**config.mk**
```make
export PLATFORM = sky130hd
export DESIGN_NAME = rptr_empty_ctrl_flat
export DESIGN_NICKNAME = d
export VERILOG_FILES = /design/src/rtl/rptr_empty_if.sv /design/src/rtl/rptr_empty_ctrl.sv /design/src/flat_wrapper.sv
export SDC_FILE = /design/constraint.sdc
export NUM_CORES = 1
export LEC_CHECK = 0
export ABC_AREA = 1
export ABC_CLOCK_PERIOD_IN_PS = 4200
export CORE_UTILIZATION = 35
export DETAILED_ROUTE_END_ITERATION = 6
export REMOVE_ABC_BUFFERS = 1
export SYNTH_ARGS = -nofsm -noshare
export SYNTH_HDL_FRONTEND = slang
export SYNTH_SLANG_ARGS = --single-unit
```
**constraint.sdc**
```tcl
create_clock -name rclk -period 4.2 [get_ports rclk]
set_clock_uncertainty 0.1 [all_clocks]
set_input_delay 0.42 -clock rclk [delete_from_list [all_inputs] [get_ports rclk]]
set_output_delay 0.42 -clock rclk [all_outputs]
set_load 0.1 [all_outputs]
```
**src/rtl/rptr_empty_if.sv**
```systemverilog
// Read-side bundle between the FIFO read-pointer controller and its user/RAM.
// The master drives the write pointer, read request and configuration; the slave reports pointers and flags.
interface rptr_empty_if #(
  parameter int ASIZE = 4
);
  logic [ASIZE:0]   wptr_gray;
  logic             rinc;
  logic [ASIZE:0]   ae_thresh;
  logic             underflow_clr;
  logic [ASIZE-1:0] raddr;
  logic [ASIZE:0]   rptr;
  logic             rempty;
  logic             ralmost_empty;
  logic [ASIZE:0]   rlevel;
  logic             runderflow;

  modport master (
    output wptr_gray, rinc, ae_thresh, underflow_clr,
    input  raddr, rptr, rempty, ralmost_empty, rlevel, runderflow
  );

  modport slave (
    input  wptr_gray, rinc, ae_thresh, underflow_clr,
    output raddr, rptr, rempty, ralmost_empty, rlevel, runderflow
  );
endinterface

```
**src/rtl/rptr_empty_ctrl.sv**
```systemverilog
// Read-domain pointer and flag controller for the asynchronous line FIFO.
// Synchronises the write Gray pointer and produces read address, Gray pointer, level and status flags.
module rptr_empty_ctrl #(
  parameter int ASIZE       = 4,
  parameter int SYNC_STAGES = 2
) (
  input logic        rclk,
  input logic        rrst,
  rptr_empty_if.slave bus
);
  localparam int W = ASIZE + 1;

  logic [W-1:0] sync_q [SYNC_STAGES];
  logic [W-1:0] rq_wptr;
  logic [W-1:0] rq_wbin;
  logic [W-1:0] rbin;
  logic [W-1:0] rbinnext;
  logic [W-1:0] rgraynext;
  logic [W-1:0] level_next;
  logic [W-1:0] rptr_q;
  logic [W-1:0] rlevel_q;
  logic         rempty_q;
  logic         ralmost_q;
  logic         runder_q;
  logic         rd_en;

  // XOR-prefix from the MSB down: each binary bit folds in every Gray bit above it.
  function automatic logic [W-1:0] gray2bin(input logic [W-1:0] g);
    logic [W-1:0] b;
    b[W-1] = g[W-1];
    for (int i = W - 2; i >= 0; i--) begin
      b[i] = b[i+1] ^ g[i];
    end
    return b;
  endfunction

  // Synchroniser stage boundary: only the first flop ever sees the asynchronous pointer.
  always_ff @(posedge rclk or posedge rrst) begin
    if (rrst) begin
      for (int i = 0; i < SYNC_STAGES; i++) sync_q[i] <= '0;
    end else begin
      sync_q[0] <= bus.wptr_gray;
      for (int i = 1; i < SYNC_STAGES; i++) sync_q[i] <= sync_q[i-1];
    end
  end

  assign rq_wptr = sync_q[SYNC_STAGES-1];
  assign rq_wbin = gray2bin(rq_wptr);

  always_comb begin
    rd_en      = bus.rinc & ~rempty_q;
    rbinnext   = rbin + {{ASIZE{1'b0}}, rd_en};
    rgraynext  = (rbinnext >> 1) ^ rbinnext;
    level_next = rq_wbin - rbinnext;
  end

  // Pointer/flag register boundary: flags use next-state pointers so a read never sees stale data.
  always_ff @(posedge rclk or posedge rrst) begin
    if (rrst) begin
      rbin      <= '0;
      rptr_q    <= '0;
      rlevel_q  <= '0;
      rempty_q  <= 1'b1;
      ralmost_q <= 1'b1;
      runder_q  <= 1'b0;
    end else begin
      rbin      <= rbinnext;
      rptr_q    <= rgraynext;
      rlevel_q  <= level_next;
      rempty_q  <= (rgraynext == rq_wptr);
      ralmost_q <= (level_next <= bus.ae_thresh);
      if (bus.rinc && rempty_q) runder_q <= 1'b1;
      else if (bus.underflow_clr) runder_q <= 1'b0;
    end
  end

  assign bus.raddr         = rbin[ASIZE-1:0];
  assign bus.rptr          = rptr_q;
  assign bus.rempty        = rempty_q;
  assign bus.ralmost_empty = ralmost_q;
  assign bus.rlevel        = rlevel_q;
  assign bus.runderflow    = runder_q;
endmodule
```
**src/flat_wrapper.sv**
```systemverilog
// flat-port wrapper written by rule: the top's interface ports become plain ports
module rptr_empty_ctrl_flat 
#(
  parameter int ASIZE       = 4,
  parameter int SYNC_STAGES = 2
)
  (rclk, rrst, bus_wptr_gray, bus_rinc, bus_ae_thresh, bus_underflow_clr, bus_raddr, bus_rptr, bus_rempty, bus_ralmost_empty, bus_rlevel, bus_runderflow);
  rptr_empty_if #(.ASIZE(ASIZE)) bus_i ();
  input logic rclk;
  input logic rrst;
  input wire logic [$bits(bus_i.wptr_gray)-1:0] bus_wptr_gray;
  input wire logic [$bits(bus_i.rinc)-1:0] bus_rinc;
  input wire logic [$bits(bus_i.ae_thresh)-1:0] bus_ae_thresh;
  input wire logic [$bits(bus_i.underflow_clr)-1:0] bus_underflow_clr;
  output wire logic [$bits(bus_i.raddr)-1:0] bus_raddr;
  output wire logic [$bits(bus_i.rptr)-1:0] bus_rptr;
  output wire logic [$bits(bus_i.rempty)-1:0] bus_rempty;
  output wire logic [$bits(bus_i.ralmost_empty)-1:0] bus_ralmost_empty;
  output wire logic [$bits(bus_i.rlevel)-1:0] bus_rlevel;
  output wire logic [$bits(bus_i.runderflow)-1:0] bus_runderflow;
  assign bus_i.wptr_gray = bus_wptr_gray;
  assign bus_i.rinc = bus_rinc;
  assign bus_i.ae_thresh = bus_ae_thresh;
  assign bus_i.underflow_clr = bus_underflow_clr;
  assign bus_raddr = bus_i.raddr;
  assign bus_rptr = bus_i.rptr;
  assign bus_rempty = bus_i.rempty;
  assign bus_ralmost_empty = bus_i.ralmost_empty;
  assign bus_rlevel = bus_i.rlevel;
  assign bus_runderflow = bus_i.runderflow;
  rptr_empty_ctrl #(.ASIZE(ASIZE), .SYNC_STAGES(SYNC_STAGES)) u_core (.rclk(rclk), .rrst(rrst), .bus(bus_i));
endmodule
```
## Yosys cells after proc, flatten, opt, wreduce, memory -nomap -nowiden

Cells that the tools add are included.

| storage, ports and cells | value |
|---|---|
| input bits | 14 |
| logic and storage cells | 23 |
| bits in registers | 28 |

| operators by class | value |
|---|---|
| bitwise operators | 7 |
| $add $sub $neg | 2 |
| reductions and logical operators | 2 |
| eq/ne operators | 1 |
| magnitude comparators | 1 |
| muxes and demuxes | 2 |

Operators with widths:

| kind | number |
|---|---|
| 5-bit by 1-bit adder with 5-bit output | 1 |
| 5-bit == test | 1 |
| 5-bit <= comparator | 1 |
| 5-bit subtractor | 1 |
| 4-bit by 5-bit XOR with 5-bit output | 1 |
| 1-bit XOR | 4 |
| 1-bit two-way mux | 2 |
| 2-bit nonzero test | 1 |
| 1-bit AND | 1 |
| 1-bit logical AND | 1 |
| 1-bit inverter | 1 |

## Longest topological paths before layout

Gate-level depths: netlist (run 1).

| logic depth | value |
|---|---|
| depth in word-level cells | 6 |
| mapped depth | 15 |
| depth with buffers taken out | 15 |

## Least setup slack after synthesis (run 1)

No wires, ideal clock.

| path | value |
|---|---|
| kind | register to register |
| start | register u_core.rbin[0] |
| end | register u_core.ralmost_q (netlist: u_core.bus.ralmost_empty) |
| arrival | 2.976 ns |
| cell stages (with the launch flop) | 13 |
| path slack | 1.036 ns |
| period minus slack after synthesis | 3.164 ns |
| required time | 4.012 ns |
| path through | dfrtp_1 ha_1 nand4_1 nand2_1 inv_1 ha_1 a21oi_1 o21ai_0 xnor2_1 ha_1 nand4_1 o221ai_1 o21ai_0 |

| between the ends | value |
|---|---|
| cells in the longest elaborated chain, start to end | 3 |

Ends and longest elaborated chain:

| what | line | source |
|---|---|---|
| start: declaration | rptr_empty_ctrl.sv:16 | `logic [W-1:0] rbin;` |
| start signal: assignment | rptr_empty_ctrl.sv:67 | `rbin <= rbinnext;` |
| 5-bit by 1-bit adder with 5-bit output | rptr_empty_ctrl.sv:52 | `rbinnext = rbin + {{ASIZE{1'b0}}, rd_en};` |
| via u_core.rbinnext[3] | rptr_empty_ctrl.sv:17 | `logic [W-1:0] rbinnext;` |
| 5-bit subtractor | rptr_empty_ctrl.sv:54 | `level_next = rq_wbin - rbinnext;` |
| via u_core.level_next[4] | rptr_empty_ctrl.sv:19 | `logic [W-1:0] level_next;` |
| 5-bit <= comparator | rptr_empty_ctrl.sv:71 | `ralmost_q <= (level_next <= bus.ae_thresh);` |
| end signal: assignment | rptr_empty_ctrl.sv:71 |  |
| end: declaration | rptr_empty_ctrl.sv:23 | `logic ralmost_q;` |

The timed path passes the listed nets, and every way through them passes these cells.
A chain may end at the register's enable or synchronous reset.

## Worst setup path in the final report (run 1)

| path | value |
|---|---|
| start | input bus_rinc |
| end | register u_core.ralmost_q (netlist: u_core.bus.ralmost_empty) |

| between the ends | value |
|---|---|
| cells in the longest elaborated chain, start to end | 4 |

Ends and longest elaborated chain:

| what | line | source |
|---|---|---|
| start: declaration | flat_wrapper.sv:12 | `input wire logic [$bits(bus_i.rinc)-1:0] bus_rinc;` |
| 1-bit AND | rptr_empty_ctrl.sv:51 | `rd_en = bus.rinc & ~rempty_q;` |
| 5-bit by 1-bit adder with 5-bit output | rptr_empty_ctrl.sv:52 |  |
| via u_core.rbinnext[3] | rptr_empty_ctrl.sv:17 |  |
| 5-bit subtractor | rptr_empty_ctrl.sv:54 |  |
| via u_core.level_next[4] | rptr_empty_ctrl.sv:19 |  |
| 5-bit <= comparator | rptr_empty_ctrl.sv:71 |  |

The timed path passes the listed nets, and every way through them passes these cells.

==> results of run 1 <==
-- metrics by stage --
step,util,instances,area (um^2)
2_1_floorplan,-,144,1360
3_3_place_gp,0.465,222,1720
3_5_place_dp,0.465,222,1720
4_1_cts,0.477,226,1760
5_1_grt,0.477,226,1760
6_report,0.477,226,1760
-- area by class of cell --
cell class                 instances  area (um^2)
sequential                        27          678
fill                             346         1930
tap                               48         60.1
clock buffer                       4         45.0
inverter                          26         97.6
timing repair buffer              30          300
multi-input combinational         91          579
-- cell usage in the layout, fill, tap and decap left out, drive strengths merged --
| cell | netlist | final |
|---|---|---|
| xnor3 | 1 | 1 |
| clkdlybuf4s50 | 0 | 30 |
| inv | 26 | 26 |
| nand3 | 17 | 17 |
| o221ai | 1 | 1 |
| nand4 | 2 | 2 |
| ha | 11 | 11 |
| a21oi | 4 | 4 |
| dfstp | 2 | 2 |
| nor2 | 4 | 4 |
| xnor2 | 2 | 2 |
| xor2 | 4 | 4 |
| dfrtp | 25 | 25 |
| fa | 1 | 1 |
| clkbuf | 0 | 4 |
| o21ai | 6 | 6 |
| nand2 | 38 | 38 |
-- sequential cells by signal, indices dropped and copies added, names as in the netlist --
name and count:
u_core.bus.ralmost_empty 1, u_core.bus.rempty 1, u_core.bus.rlevel 5, u_core.bus.rptr 4
u_core.bus.runderflow 1, u_core.rbin 5, u_core.rq_wptr 5, u_core.sync_q 5
-- synthesized netlist by cell type (all sizes together) --
master  instances
dfrtp          25
nand4           2
xnor3           1
ha             11
buf             1
o21ai           6
nand2          38
fa              1
xor2            4
inv            26
nand3          17
nor2            4
xnor2           2
dfstp           2
a21oi           4
o221ai          1
-- worst reg2reg max path, cell delays in order (launching register included) --
cell and delay, ns:
dfrtp_1 0.43, xor2_2 0.25, xor2_2 0.26, xnor3_1 0.26, ha_1 0.23, fa_1 0.41, o21ai_0 0.23, xnor2_1 0.20
ha_1 0.31, a21oi_1 0.15, o221ai_1 0.12, o21ai_0 0.08
-- logic make-up after synthesis --
| logic type | after synthesis | share of synthesized area |
|---|---|---|
| AO/OA/AOI/OAI | 11 | 0.0432 |
| XOR/XNOR | 7 | 0.0716 |
| adder cells (fa/ha/maj) | 12 | 0.116 |
| buffers and inverters | 27 | 0.0771 |
| flip-flops | 27 | 0.498 |
| AND/OR/NAND/NOR | 61 | 0.195 |
-- worst max-delay path by stage --
stage                             start                            endpoint  slack (ns)
2_1_floorplan  u_core.rbin[0]$_DFF_PP0_  u_core.bus.ralmost_empty$_DFF_PP1_        1.00
3_3_place_gp                   bus_rinc  u_core.bus.ralmost_empty$_DFF_PP1_        0.92
3_5_place_dp                   bus_rinc  u_core.bus.ralmost_empty$_DFF_PP1_        0.77
4_1_cts                        bus_rinc  u_core.bus.ralmost_empty$_DFF_PP1_        1.03
5_1_grt                        bus_rinc  u_core.bus.ralmost_empty$_DFF_PP1_        0.77
6_report                       bus_rinc  u_core.bus.ralmost_empty$_DFF_PP1_        1.01
-- metal layers --
layer  routed length [um]  global-route usage  vias up  share of wire
met5                    0                   0        -              0
met4                   43              0.0583        0          0.017
met3                   93              0.0214        5          0.037
met2                 1200               0.234       22           0.48
met1                 1150               0.185      493           0.46
li1                     -                   -      520              -
==> results_dict.tcl, run 1 <==
set metrics [dict create \
    cp_data_required_time_ns 4.30 \
    routabilityCongestion 0.830 \
    crit_slowest_cell "clkdlybuf4s50_1" \
    dieArea_mm2 0.00415 \
    max_stage_delay_ns 0.48 \
    hold-path-endpoint "u_core.rq_wptr[1]$_DFF_PP0_" \
    fp.coreArea_mm2 0.00369 \
    slew_violations 0 \
    grt_pass1_wl_mm 4.51 \
    critical_path.endpoint_type "flop" \
    hold_class "reg -> reg" \
    first_pass_iters 4 \
    vias 1040 \
    clkSinkCount 27 \
    dieHeight_um 64.4 \
    holdWs_ns 0.253 \
    fin_ws_ns 1.01 \
    hold_violations 0 \
    io_pins 31 \
    dp_slack_ns 0.766 \
    r2r_start "u_core.rq_wptr[4]$_DFF_PP0_" \
    slew-limit-headroom 0.346 \
    critPathKind "in -> reg" \
    report.final.setup_viol 0 \
    post-route-min-period_ns 3.19 \
    cp.depth 15 \
    antenna_found_initial 0 \
    ant_nets 0 \
    cts_buffers 3 \
    grtUsageTotal 0.142 \
    drt_first_iter_violations 43 \
    crit_buf_inv 3 \
    hold-path-cell-count 0 \
    ctsHtreeMaxLevel 1 \
    rows 22 \
    die_w_um 64.4 \
    wl_mm 2.48 \
    viasPerCell 4.60 \
    ff2ff_path_depth 11 \
    synthTopCellsByArea "dfrtp_1 (46%), ha_1 (10%), nand2_1 (9.9%)" \
    path_clk_slew_ns 0.08 \
    crit_chain "clkdlybuf4s50_1, inv_1, nor2_1, ha_1, nand4_1, nand2_1, inv_1, ha_1, a21oi_1, o21ai_0, xnor2_1, ha_1, a21oi_1, o221ai_1, o21ai_0" \
    tightest_slew_ns 0.979 \
    cp-start-kind "primary input" \
    finalSetupTns_ns 0 \
    clock_latency_ns 0.27 \
    fin_nets 205 \
    cpMostUsedCell "ha_1" \
    cts_resized 0 \
    yosysTopAreaCell "dfrtp_1" \
    netlist_area_mm2 0.00136 \
    finalCritPeriodShare 0.760 \
    avgSynthCellArea_um2 9.40 \
    rsz0062_at_grt "no" \
    fmax_mhz 313 \
    grt_max_degree 28 \
    drc 0 \
    hpwl_mm 2.00 \
    cp.arrival_ns 3.29 \
    yosysSeqAreaShare 0.498 \
    port_buffers 30 \
    cts_tree "done" \
    status "finished, final reports clean" \
    syn2layout_area_growth_pct 29.2 \
    synth-seq-cells 27 \
    synthCells 145 \
    path_max_fanout 5 \
    crit_family "adder cells" \
    cap_violations 0 \
    reg2reg_to "u_core.bus.ralmost_empty$_DFF_PP1_" \
    synth.distinct_cells 20 \
    overflow 0 \
    initial_core_util 0.369 \
    synth_top_area_share 0.459 \
    drive_above_1_share 0.0674 \
    cts_setup_buffers 0 \
    grt_pass1_vias 1005 \
    cts_hold_buf 0 \
    wire_per_inst_um 11.0 \
    clk_path_buf_depth 2 \
    clockRootBuffer "clkbuf_8" \
    worstHoldStart "u_core.sync_q[6]$_DFF_PP0_" \
    yosysWarnings 0 \
    r2r_slack_ns 1.10 \
    antenna_cells 0 \
]
Power of run 1 is left out: the tool's default activity adds up to more than one toggle a clock period on the data nets, which glitch-free logic cannot reach.
==> inputs of run 2 (changes only) <==
--- a/config.mk
+++ b/config.mk
@@ -6,7 +6,7 @@
 export NUM_CORES = 1
 export LEC_CHECK = 0
 export ABC_AREA = 1
-export ABC_CLOCK_PERIOD_IN_PS = 4200
+export ABC_CLOCK_PERIOD_IN_PS = 3100
 export CORE_UTILIZATION = 35
 export DETAILED_ROUTE_END_ITERATION = 6
 export REMOVE_ABC_BUFFERS = 1
==> constraint.sdc (replaced) <==
create_clock -name rclk -period 3.1 [get_ports rclk]
set_clock_uncertainty 0.1 [all_clocks]
set_input_delay 0.31 -clock rclk [delete_from_list [all_inputs] [get_ports rclk]]
set_output_delay 0.31 -clock rclk [all_outputs]
set_load 0.1 [all_outputs]
==> results_dict.tcl, run 2 (same netlist as run 1, synthesis figures left out) <==
set metrics [dict create \
    ctsHtreeMaxLevel 1 \
    initial_core_util 0.369 \
    rsz0062_at_grt "no" \
    viasPerCell 4.48 \
    antenna_found_initial 0 \
    max_stage_delay_ns 0.42 \
    crit_slowest_cell "dfrtp_1" \
    post-route-min-period_ns 2.85 \
    finalCritPeriodShare 0.920 \
    drive_above_1_share 0.220 \
    crit_chain "xor2_2, xor2_2, xnor3_1, ha_1, fa_1, o21ai_1, xnor2_1, ha_1, nand4_1, o221ai_1, o21ai_0" \
    dp.cells 234 \
    io_pins 31 \
    rows 22 \
    clockRootBuffer "clkbuf_8" \
    slew_violations 0 \
    worstHoldStart "u_core.sync_q[7]$_DFF_PP0_" \
    ant_nets 0 \
    drt_first_iter_violations 83 \
    hpwl_mm 2.01 \
    cp.arrival_ns 2.94 \
    holdWs_ns 0.252 \
    crit_buf_inv 0 \
    syn2layout_area_growth_pct 34.6 \
    r2r_start "u_core.rq_wptr[3]$_DFF_PP0_" \
    cp-start-kind "flop" \
    tightest_slew_ns 0.982 \
    wire_per_inst_um 10.3 \
    first_pass_iters 4 \
    status "finished, final reports clean" \
    hold_violations 0 \
    vias 1071 \
    dieHeight_um 64.4 \
    grt_pass1_wl_mm 4.35 \
    grtUsageTotal 0.134 \
    cts_tree "done" \
    cap_violations 0 \
    grt_max_degree 28 \
    fp.coreArea_mm2 0.00369 \
    routabilityCongestion 0.879 \
    cts_hold_buf 0 \
    clkSinkCount 27 \
    grt_pass1_vias 1092 \
    fmax_mhz 351 \
    cp-startpoint "u_core.rq_wptr[3]$_DFF_PP0_" \
    path_max_fanout 3 \
    layout_commonest_cell "nand2_1" \
    fin_cells 239 \
    fin_nets 218 \
    dp_slack_ns -0.0525 \
    port_buffers 30 \
    fin_ws_ns 0.247 \
    layout_common_cells "nand2_1 (36), buf_4 (26), dfrtp_1 (25), inv_1 (24)" \
    cts_buffers 3 \
    die_w_um 64.4 \
    slew-limit-headroom 0.345 \
    drc 0 \
    nFillCells 360 \
    critPathKind "reg -> reg" \
    clk_path_buf_depth 2 \
    wl_mm 2.46 \
    finalSetupTns_ns 0 \
    path_clk_slew_ns 0.08 \
    hold_class "reg -> reg" \
    critical_path.endpoint_type "flop" \
    cp_data_required_time_ns 3.19 \
    dieArea_mm2 0.00415 \
    report.final.setup_viol 0 \
    overflow 0 \
    antenna_cells 0 \
    crit_family "adder cells" \
    clock_latency_ns 0.27 \
    r2r_slack_ns 0.25 \
]
run 2: cell types whose count changed in the layout (fill, tap and decap cells not counted), moves of 2 or more:
cell             delta
ha_1                -2
ha_2                +2
buf_4              +26
clkdlybuf4s50_1    -13
run 2: area by class of cell:
| cell class | instances | area [um^2] | share of cell area |
|---|---|---|---|
| clock inverter | 1 | 5.00 | 0.00273 |
| timing repair buffer | 43 | 365 | 0.199 |
| inverter | 26 | 97.6 | 0.0532 |
| clock buffer | 3 | 41.3 | 0.0225 |
| sequential | 27 | 678 | 0.370 |
| tap | 48 | 60.1 | 0.0327 |
| multi-input combinational | 91 | 587 | 0.320 |
run 2: final timing paths:
path,endpoint,cells after the start
worst min-delay path,u_core.rq_wptr[2]$_DFF_PP0_,0
min in group asynchronous,u_core.bus.rlevel[4]$_DFF_PP0_,2
worst max-delay path,u_core.bus.ralmost_empty$_DFF_PP1_,11
worst min register to register,u_core.rq_wptr[2]$_DFF_PP0_,0
max in group asynchronous,u_core.rq_wptr[3]$_DFF_PP0_,2
worst max register to register,u_core.bus.ralmost_empty$_DFF_PP1_,11
run 2: stage by stage:
step	util	area (um^2)
after floorplan	-	1360
after global placement	0.481	1770
after detailed placement	0.481	1770
after CTS	0.493	1820
after global routing	0.497	1830
final	0.497	1830
run 2: what timing repair did:
item                       4_1_cts  5_1_grt
setup endpoints to repair        0        1
gates resized for setup          0        4
setup buffers                    0        1
run 2: per-layer routing:
layer | part of all wire | track usage
met5 | 0 | 0
met4 | 0 | 0.0278
met3 | 0.060 | 0.0357
met2 | 0.49 | 0.246
met1 | 0.45 | 0.154
Power of run 2 is left out for the same reason.
==> inputs of run 3 (changes only) <==
--- a/config.mk
+++ b/config.mk
@@ -9,6 +9,8 @@
 export ABC_CLOCK_PERIOD_IN_PS = 3100
 export CORE_UTILIZATION = 35
 export DETAILED_ROUTE_END_ITERATION = 6
+export GPL_ROUTABILITY_DRIVEN = 0
+export HOLD_SLACK_MARGIN = 0.15
 export REMOVE_ABC_BUFFERS = 1
 export SYNTH_ARGS = -nofsm -noshare
 export SYNTH_HDL_FRONTEND = slang
==> results of run 3 <==
The final DEF is identical to that of run 2; final timing and power are the same.
Power of run 3 is left out for the same reason.
